### src/rtl/alu_pkg.sv
// Shared definitions for the multi-cycle ALU: op codes, FSM states and
// a helper that classifies the iterative operations.
package alu_pkg;

    localparam logic [3:0] ALU_AND  = 4'd0;
    localparam logic [3:0] ALU_OR   = 4'd1;
    localparam logic [3:0] ALU_ADD  = 4'd2;
    localparam logic [3:0] ALU_MUL  = 4'd3;
    localparam logic [3:0] ALU_DIVU = 4'd4;
    localparam logic [3:0] ALU_REMU = 4'd5;
    localparam logic [3:0] ALU_SUB  = 4'd6;
    localparam logic [3:0] ALU_SLT  = 4'd7;
    localparam logic [3:0] ALU_SRA  = 4'd9;
    localparam logic [3:0] ALU_LUI  = 4'd10;
    localparam logic [3:0] ALU_SNE  = 4'd11;
    localparam logic [3:0] ALU_NOR  = 4'd12;

    typedef enum logic [1:0] {
        S_IDLE,
        S_RUN,
        S_DONE
    } state_t;

    // True for the op codes handled by the iterative datapath.
    function automatic logic is_iter_op(input logic [3:0] ctrl);
        return (ctrl == ALU_MUL) || (ctrl == ALU_DIVU) || (ctrl == ALU_REMU);
    endfunction

endpackage

### src/rtl/alu_mc_iter.sv
// Iterative unsigned multiply / divide datapath. One bit per clock:
// shift-add for MUL, restoring shift-subtract for DIVU/REMU.
// go_i loads the operands; run_i advances one iteration; fin_o marks the
// last iteration, during which res_o already carries the final value.
module alu_mc_iter
    import alu_pkg::*;
#(
    parameter int WIDTH = 32,
    parameter int CNT_W = $clog2(WIDTH + 1)
) (
    input  logic             clk_i,
    input  logic             rst_i,
    input  logic             go_i,
    input  logic             run_i,
    input  logic [3:0]       ctrl_i,
    input  logic [WIDTH-1:0] src1_i,
    input  logic [WIDTH-1:0] src2_i,
    output logic             fin_o,
    output logic [WIDTH-1:0] res_o
);

    // acc: product accumulator (MUL) or partial remainder (DIV/REM).
    // opa: shifted multiplicand (MUL) or dividend shifting into quotient.
    // opb: multiplier shifting right (MUL) or fixed divisor (DIV/REM).
    logic [WIDTH-1:0] acc, opa, opb;
    logic [WIDTH-1:0] acc_nxt, opa_nxt, opb_nxt;
    logic [CNT_W-1:0] cnt;
    logic             mode_mul, mode_rem;
    logic [WIDTH:0]   rem_sh;
    logic             ge;

    // One iteration step, computed from the current registers.
    // NOTE: every variable gets a default at the top of the block so no path leaves it unassigned and no latch is inferred.
    always_comb begin
        acc_nxt = acc;
        opa_nxt = opa;
        opb_nxt = opb;
        rem_sh  = {acc, opa[WIDTH-1]};
        ge      = rem_sh >= {1'b0, opb};
        if (mode_mul) begin
            acc_nxt = acc + (opb[0] ? opa : '0);
            opa_nxt = opa << 1;
            opb_nxt = opb >> 1;
        end else begin
            // The true difference is below the divisor when ge, so the low WIDTH bits suffice.
            acc_nxt = ge ? (rem_sh[WIDTH-1:0] - opb) : rem_sh[WIDTH-1:0];
            opa_nxt = {opa[WIDTH-2:0], ge};
        end
    end

    assign fin_o = run_i && (cnt == CNT_W'(WIDTH - 1));
    assign res_o = (mode_mul || mode_rem) ? acc_nxt : opa_nxt;

    // Operand load on go, one iteration per clock while running.
    // NOTE: state registers use non-blocking assignments so every register samples pre-edge values.
    always_ff @(posedge clk_i or negedge rst_i) begin
        if (!rst_i) begin
            acc      <= '0;
            opa      <= '0;
            opb      <= '0;
            cnt      <= '0;
            mode_mul <= 1'b0;
            mode_rem <= 1'b0;
        end else if (go_i) begin
            acc      <= '0;
            opa      <= src1_i;
            opb      <= src2_i;
            cnt      <= '0;
            mode_mul <= (ctrl_i == ALU_MUL);
            mode_rem <= (ctrl_i == ALU_REMU);
        end else if (run_i) begin
            acc <= acc_nxt;
            opa <= opa_nxt;
            opb <= opb_nxt;
            cnt <= cnt + 1'b1;
        end
    end

endmodule

### src/rtl/alu_mc.sv
// Multi-cycle ALU with start/busy/done handshake. Single-cycle ops and
// divide-by-zero finish in one clock; MUL/DIVU/REMU run WIDTH iterations
// in alu_mc_iter. result_o and zero_o are registered together.
module alu_mc
    import alu_pkg::*;
#(
    parameter int WIDTH = 32,
    parameter int CNT_W = $clog2(WIDTH + 1)
) (
    input  logic             clk_i,
    input  logic             rst_i,
    input  logic             start_i,
    input  logic [WIDTH-1:0] src1_i,
    input  logic [WIDTH-1:0] src2_i,
    input  logic [3:0]       ctrl_i,
    output logic             busy_o,
    output logic             done_o,
    output logic [WIDTH-1:0] result_o,
    output logic             zero_o
);

    localparam int SH_W = $clog2(WIDTH);

    state_t           state, state_nxt;
    logic [WIDTH-1:0] quick_res, iter_res;
    logic             go, iter_fin, load_quick, load_iter, div_zero;

    alu_mc_iter #(
        .WIDTH (WIDTH),
        .CNT_W (CNT_W)
    ) u_iter (
        .clk_i  (clk_i),
        .rst_i  (rst_i),
        .go_i   (go),
        .run_i  (state == S_RUN),
        .ctrl_i (ctrl_i),
        .src1_i (src1_i),
        .src2_i (src2_i),
        .fin_o  (iter_fin),
        .res_o  (iter_res)
    );

    assign div_zero = ((ctrl_i == ALU_DIVU) || (ctrl_i == ALU_REMU)) && (src2_i == '0);

    // Single-cycle results; DIVU/REMU entries only apply when B is zero.
    always_comb begin
        quick_res = '0;
        case (ctrl_i)
            ALU_AND:  quick_res = src1_i & src2_i;
            ALU_OR:   quick_res = src1_i | src2_i;
            ALU_ADD:  quick_res = src1_i + src2_i;
            ALU_SUB:  quick_res = src1_i - src2_i;
            ALU_NOR:  quick_res = ~(src1_i | src2_i);
            ALU_SLT:  quick_res = {{(WIDTH-1){1'b0}}, ($signed(src1_i) < $signed(src2_i))};
            ALU_SRA:  quick_res = $signed(src2_i) >>> src1_i[SH_W-1:0];
            ALU_LUI:  quick_res = src2_i << (WIDTH / 2);
            ALU_SNE:  quick_res = {{(WIDTH-1){1'b0}}, (src1_i != src2_i)};
            ALU_DIVU: quick_res = '1;
            ALU_REMU: quick_res = src1_i;
            default:  quick_res = '0;
        endcase
    end

    // Next-state and load strobes; a new op is accepted in IDLE or DONE.
    always_comb begin
        state_nxt  = state;
        go         = 1'b0;
        load_quick = 1'b0;
        load_iter  = 1'b0;
        case (state)
            S_IDLE, S_DONE: begin
                state_nxt = S_IDLE;
                if (start_i) begin
                    if (is_iter_op(ctrl_i) && !div_zero) begin
                        go        = 1'b1;
                        state_nxt = S_RUN;
                    end else begin
                        load_quick = 1'b1;
                        state_nxt  = S_DONE;
                    end
                end
            end
            S_RUN: begin
                if (iter_fin) begin
                    load_iter = 1'b1;
                    state_nxt = S_DONE;
                end
            end
            default: state_nxt = S_IDLE;
        endcase
    end

    // FSM state register.
    always_ff @(posedge clk_i or negedge rst_i) begin
        if (!rst_i) state <= S_IDLE;
        else        state <= state_nxt;
    end

    // Result and zero flag, always written on the same edge.
    always_ff @(posedge clk_i or negedge rst_i) begin
        if (!rst_i) begin
            result_o <= '0;
            zero_o   <= 1'b1;
        end else if (load_quick) begin
            result_o <= quick_res;
            zero_o   <= (quick_res == '0);
        end else if (load_iter) begin
            result_o <= iter_res;
            zero_o   <= (iter_res == '0);
        end
    end

    assign busy_o = (state == S_RUN);
    assign done_o = (state == S_DONE);

endmodule
### config.mk
export PLATFORM = sky130hd
export DESIGN_NAME = alu_mc
export DESIGN_NICKNAME = d
export VERILOG_FILES = /design/src/rtl/alu_pkg.sv /design/src/rtl/alu_mc_iter.sv /design/src/rtl/alu_mc.sv
export SDC_FILE = /design/constraint.sdc
export NUM_CORES = 1
export LEC_CHECK = 0
export ABC_AREA = 1
export CAP_MARGIN = 20
export CORE_MARGIN = 3
export CORE_UTILIZATION = 57
export CTS_CLUSTER_SIZE = 10
export DETAILED_ROUTE_END_ITERATION = 7
export PLACE_DENSITY = 0.88
export REMOVE_ABC_BUFFERS = 1
export SYNTH_ARGS = -nofsm -noshare
export SYNTH_HDL_FRONTEND = slang
export SYNTH_SLANG_ARGS = --single-unit
### constraint.sdc
create_clock -name clk_i -period 2.51 [get_ports clk_i]
set_input_delay 0.502 -clock clk_i [delete_from_list [all_inputs] [get_ports clk_i]]
set_output_delay 0.502 -clock clk_i [all_outputs]
set_load 0.01 [all_outputs]
==> results of run 1 <==
[cells by family after synthesis]
| group | synth area share, % |
|---|---|
| AND/OR/NAND/NOR | 43.98 |
| buffers and inverters | 13.30 |
| XOR/XNOR | 0.7545 |
| AO/OA/AOI/OAI | 14.57 |
| flip-flops | 16.65 |
| adder cells (fa/ha/maj) | 10.74 |
[repair_timing]
action | CTS
endpoints found under the setup margin | 129
cloned | 6
pin swaps | 119
hold buffers | 0
buffers inserted | 70
resized for setup | 575
[cell usage after synthesis, types with 14 or more instances]
cell type  number
inv_1         554
ha_1          173
a22oi_1        14
o21ai_1        15
buf_2          42
o22ai_1        21
o221ai_1       43
nand2_1      1253
nand3_1       502
nor3_1         28
o21ai_0       143
nand2_2        14
nor2_1        264
clkbuf_1       79
o211ai_1       48
dfrtp_1       138
nand4_1        46
o21bai_1       15
xnor2_1        14
a21oi_1       165
[metrics by stage]
step	TNS, ns	utilization (%)
CTS	-9.118	88.25
detailed placement	-78.62	78.82
global placement	-76.11	78.74
floorplan	-126.27	-
[routing by layer]
metal  GRT overflow  track usage (%)
met1             29            82.48
met2           1094            107.1
met3             27            73.26
met4            442            96.36
met5              5            48.77
==> impl_results.md, run 1 <==
* Mapped Cells at 3720
* Gpl congestion at 1.251
* Halt Reason: [ERROR GRT-0116] Global routing finished with congestion. Check the congestion regions in the DRC Viewer.
* Post-Place Worst Slack at -1.267 ns
* Sequential area share after synthesis at 16.65%
* Synth top area cells: nand2_1, dfrtp_1, nand3_1
* Largest net degree at the start of global routing at 70
* Inst Count DP at 4969
* Outcome: stopped before the end
* Post-synth EDFFs at 0
* I/O pin count at 106
* Sink Count at 139
* Total grt overflow at 1597
* Num rows at 69
* Post-Syn Area at 20900 sq um
* Gr usage total at 88.35%
* Root Driver: clkbuf_16
* Synth Warn # at 0
* Most used DFF post-synth: dfrtp_1
* PortBufs at 105
* Area leader, netlist: nand2_1
* Placed cell area at 28240 sq um
* Hpwl dp at 83.57 mm
* TritonCTS Buffers at 17
* Synth top area share at 22.51%
* FF+latch count, synth at 139
* H-tree depth at 4
* Async SR Flop Fraction at 100.0%
* Deepest clock path buffer count at 2
* Chip Height at 197.5 um
* First-pass GRT wire length at 271.6 mm
* Cell variety after synth at 52
* Mean Syn Cell Area at 5.617 sq um
* Die width at 197.5 um
* Vias in the first global route at 42960
* Last stage: global routing (5_1_grt)
* Effective utilization at floorplan at 58.32%
==> inputs of run 2 (changes only) <==
CORE_UTILIZATION = 40   (was 57)
CTS_CLUSTER_SIZE = default   (was 10)
PLACE_DENSITY = default   (was 0.88)
PLACE_DENSITY_LB_ADDON = 0.15   (was default)
clock period = 3.3 ns   (was 2.51 ns; I/O delays follow)
==> run 2 against run 1 <==
The flow now finishes without violations. Synthesized area stayed put. Synthesized cell count unchanged.
==> impl_results.md, run 2 <==
* Fillers at 5289
* Num rows at 83
* Wire length after detailed routing at 111.1 mm
* Cell area after layout at 30480 sq um
* Share of layout cells above drive strength 1 at 27.19%
* Most used DFF post-synth: dfrtp_1
* Worst Hold Class: in -> async
* Pre-antenna DRT Iters at 5
* CTS tree: done
* Clock-pin slew on the worst setup and hold paths at 0.06 ns
* Reg-to-Reg Start: u_iter.opb[0]$_DFFE_PN0P_
* Post-synth EDFFs at 0
* Mapped Cells at 3720
* PwrDens at 734.7 nW/um^2
* Area leader, netlist: nand2_1
* Fin Clk Skew at 0.01014 ns
* Mean Syn Cell Area at 5.617 sq um
* Area growth from synthesis to layout at 45.85%
* Placed cell area at 27530 sq um
* Largest net degree at the start of global routing at 70
* Count leader, synth: nand2_1
* Crit path DAT at 3.62 ns
* Maximum fanout along the worst path at 10
* Top cells by count, synth: nand2_1, inv_1, nand3_1, nor2_1, ha_1
* Maxcap violations at 0
* Hold_ws at 0.2065 ns
* I/O pin count at 106
* Deepest clock path buffer count at 2
* Final ANT Viol Nets at 0
* Commonest non-fill, non-tap cell in the layout: nand2_1
* Overall power at 22.39 mW
* Core ar. at 51510 sq um
* Post-Syn Area at 20900 sq um
* RR Endpoint: zero_o$_DFFE_PN1P_
* PortBufs at 105
* Crit Path Category: reg -> reg
* CP Launch Type: register
* Async SR Flop Fraction at 100.0%
* Reg2reg setup slack at 0.06 ns
* Die area at 55020 sq um
* Cts hold-fix bufs at 0
* First-pass GRT wire length at 159.6 mm
* Vias in the first global route at 26430
* Combinational Power Share at 77.6%
* Most frequent cells in the layout: nand2_1, buf_4, inv_1
* Slew @ Worst Pin at 0.7972 ns
* Via count at 27980
* Gr usage total at 38.99%
* RSZ-0062 raised after global routing: true
* Gpl congestion at 1.074
* TritonCTS Buffers at 17
* Cell variety after synth at 52
* Die width at 234.6 um
* Clock power share at 8.8%
* Final setup violation count at 0
* Max Slew Vio Count at 0
* Synth top area share at 22.51%
* Total grt overflow at 0
* Tmin final at 3.240 ns
* DRT iter0 DRCs at 2600
* Fmax at 0.3086 GHz
* Sequential area share after synthesis at 16.65%
* Crit path largest cell delay at 0.46 ns
* Fin nets at 4655
* Final Hold Viols at 0
* DRC viols at 0
* Cell repeated most along the worst path: nand2_1
* Synth Warn # at 0
* WP data required at 3.68 ns
* Effective utilization at floorplan at 40.57%
* CP top delay family: simple AND/OR/NAND/NOR gates
* Chip Height at 234.6 um
* Internal power at 10.50 mW
* WL per Instance at 21.77 um
* Sw Ratio at 53.11%
* FF+latch count, synth at 139
* Critical path buffers and inverters at 3
* Initial antenna violation count at 2
* Post-Place Worst Slack at -0.9105 ns
* Slew margin rel. at 46.80%
* Outcome: finished clean
* Critical-path top delay cell: dfrtp_2
* Vias per cell at 5.484
* Worst setup EP type: register
* Latest clock arrival within the worst-skew pair at 0.45 ns
* Root Driver: clkbuf_16
* Hpwl dp at 91.68 mm
* Share of power burned in registers at 13.6%
* Fin worst setup slack at 0.05953 ns
* Cell Chain, Critical Path: clkbuf_16, ha_2, inv_1, buf_4, nand3_1, nand2_1, nand2_1, nand2_1, nand2_1, nand2_1, nand2_1, nand3_1, nand3_1, nand2_1, nand3_1, nand2_2, nand2_1, nor2_1, nand2_1, nor2_1, nand3_1, a21oi_2
* Synth top area cells: nand2_1, dfrtp_1, nand3_1
* H-tree depth at 4
* Sink Count at 139
* Final period utilization at 98.20%
* Leak at 16.20 nW
* R2R depth at 22
* Net Switching at 11.89 mW
* Peak VDD IR at 0.0005787 V
run 2: cell counts after synthesis:
No cell type changed its count.
run 2: area by class of cell:
class	count	area [sq um]	area share (%)
clock buffers	19	442.9	1.453
flip-flops and latches	139	3488	11.45
clock inverters	13	141.4	0.4639
repair buffers	810	6706	22.01
inverters	571	2148	7.049
multi-input cells	2868	16690	54.77
diodes	2	5.005	0.01642
well taps	680	850.8	2.792
run 2: how the worst max path moves through the flow:
stage	startpoint	cells after the start	slack, ns	endpoint
after floorplan	ctrl_i[3]	11	-1.13	u_iter.opb[20]$_DFFE_PN0P_
after global placement	src1_i[4]	22	-0.89	zero_o$_DFFE_PN1P_
after detailed placement	src1_i[4]	22	-0.91	zero_o$_DFFE_PN1P_
after CTS	u_iter.opb[0]$_DFFE_PN0P_	23	0.000005	zero_o$_DFFE_PN1P_
after global routing	u_iter.acc[9]$_DFFE_PN0P_	22	-0.08	zero_o$_DFFE_PN1P_
final	u_iter.opb[0]$_DFFE_PN0P_	22	0.06	zero_o$_DFFE_PN1P_
run 2: layer usage:
layer	global-route usage, %	routed length [um]	vias to the layer above
met5	0	0	-
met4	23.52	8493	0
met3	5.070	7861	320
met2	65.38	51320	1243
met1	47.68	43400	12970
li1	-	-	13440
run 2: cells by family (layout without fill, tap and decap cells):
logic type                 Yosys count  after routing  synth area share, %
other                                0              2                    0
buffers and inverters              713           1413                13.30
xor gates and xnor gates            18             18               0.7545
adders and majority gates          177            177                10.74
AOI/OAI and AO/OA                  506            506                14.57
and+or+nand+nor                   2167           2167                43.98
DFF                                139            139                16.65
run 2: worst register-to-register path, stage by stage (launching register included):
cell       delay [ns]
dfrtp_2          0.46
clkbuf_16        0.20
ha_2             0.22
inv_1            0.12
buf_4            0.13
nand3_1          0.07
nand2_1          0.17
nand2_1          0.08
nand2_1          0.20
nand2_1          0.09
nand2_1          0.11
nand2_1          0.17
nand3_1          0.13
nand3_1          0.11
nand2_1          0.10
nand3_1          0.11
nand2_2          0.13
nand2_1          0.06
nor2_1           0.09
nand2_1          0.08
nor2_1           0.09
nand3_1          0.13
a21oi_2          0.14
run 2: power by group through the flow:
stage	sequential [mW]	combinational [mW]	clock (mW)
final	3.05	17.4	1.97
after global routing	3.10	18.9	2.07
after CTS	2.93	15.5	1.99
after detailed placement	2.94	15.1	0
after global placement	2.93	15.1	0
after floorplan	2.86	8.65	0
run 2: repair_timing:
item / in CTS / in global routing
setup buffers: 8 / 13
pin swaps: 16 / 81
resized for setup: 170 / 370
gates cloned: 0 / 2
setup endpoints to repair: 3 / 8
run 2: stage by stage:
stage	setup TNS (ns)	std cells	utilization (%)
2_1_floorplan	-58.28	3578	-
3_3_place_gp	-21.17	5044	53.39
3_5_place_dp	-10.64	5045	53.44
4_1_cts	0	5085	55.95
5_1_grt	-0.08088	5100	59.16
6_report	0	5102	59.16
(Power assumes the default switching activity.)
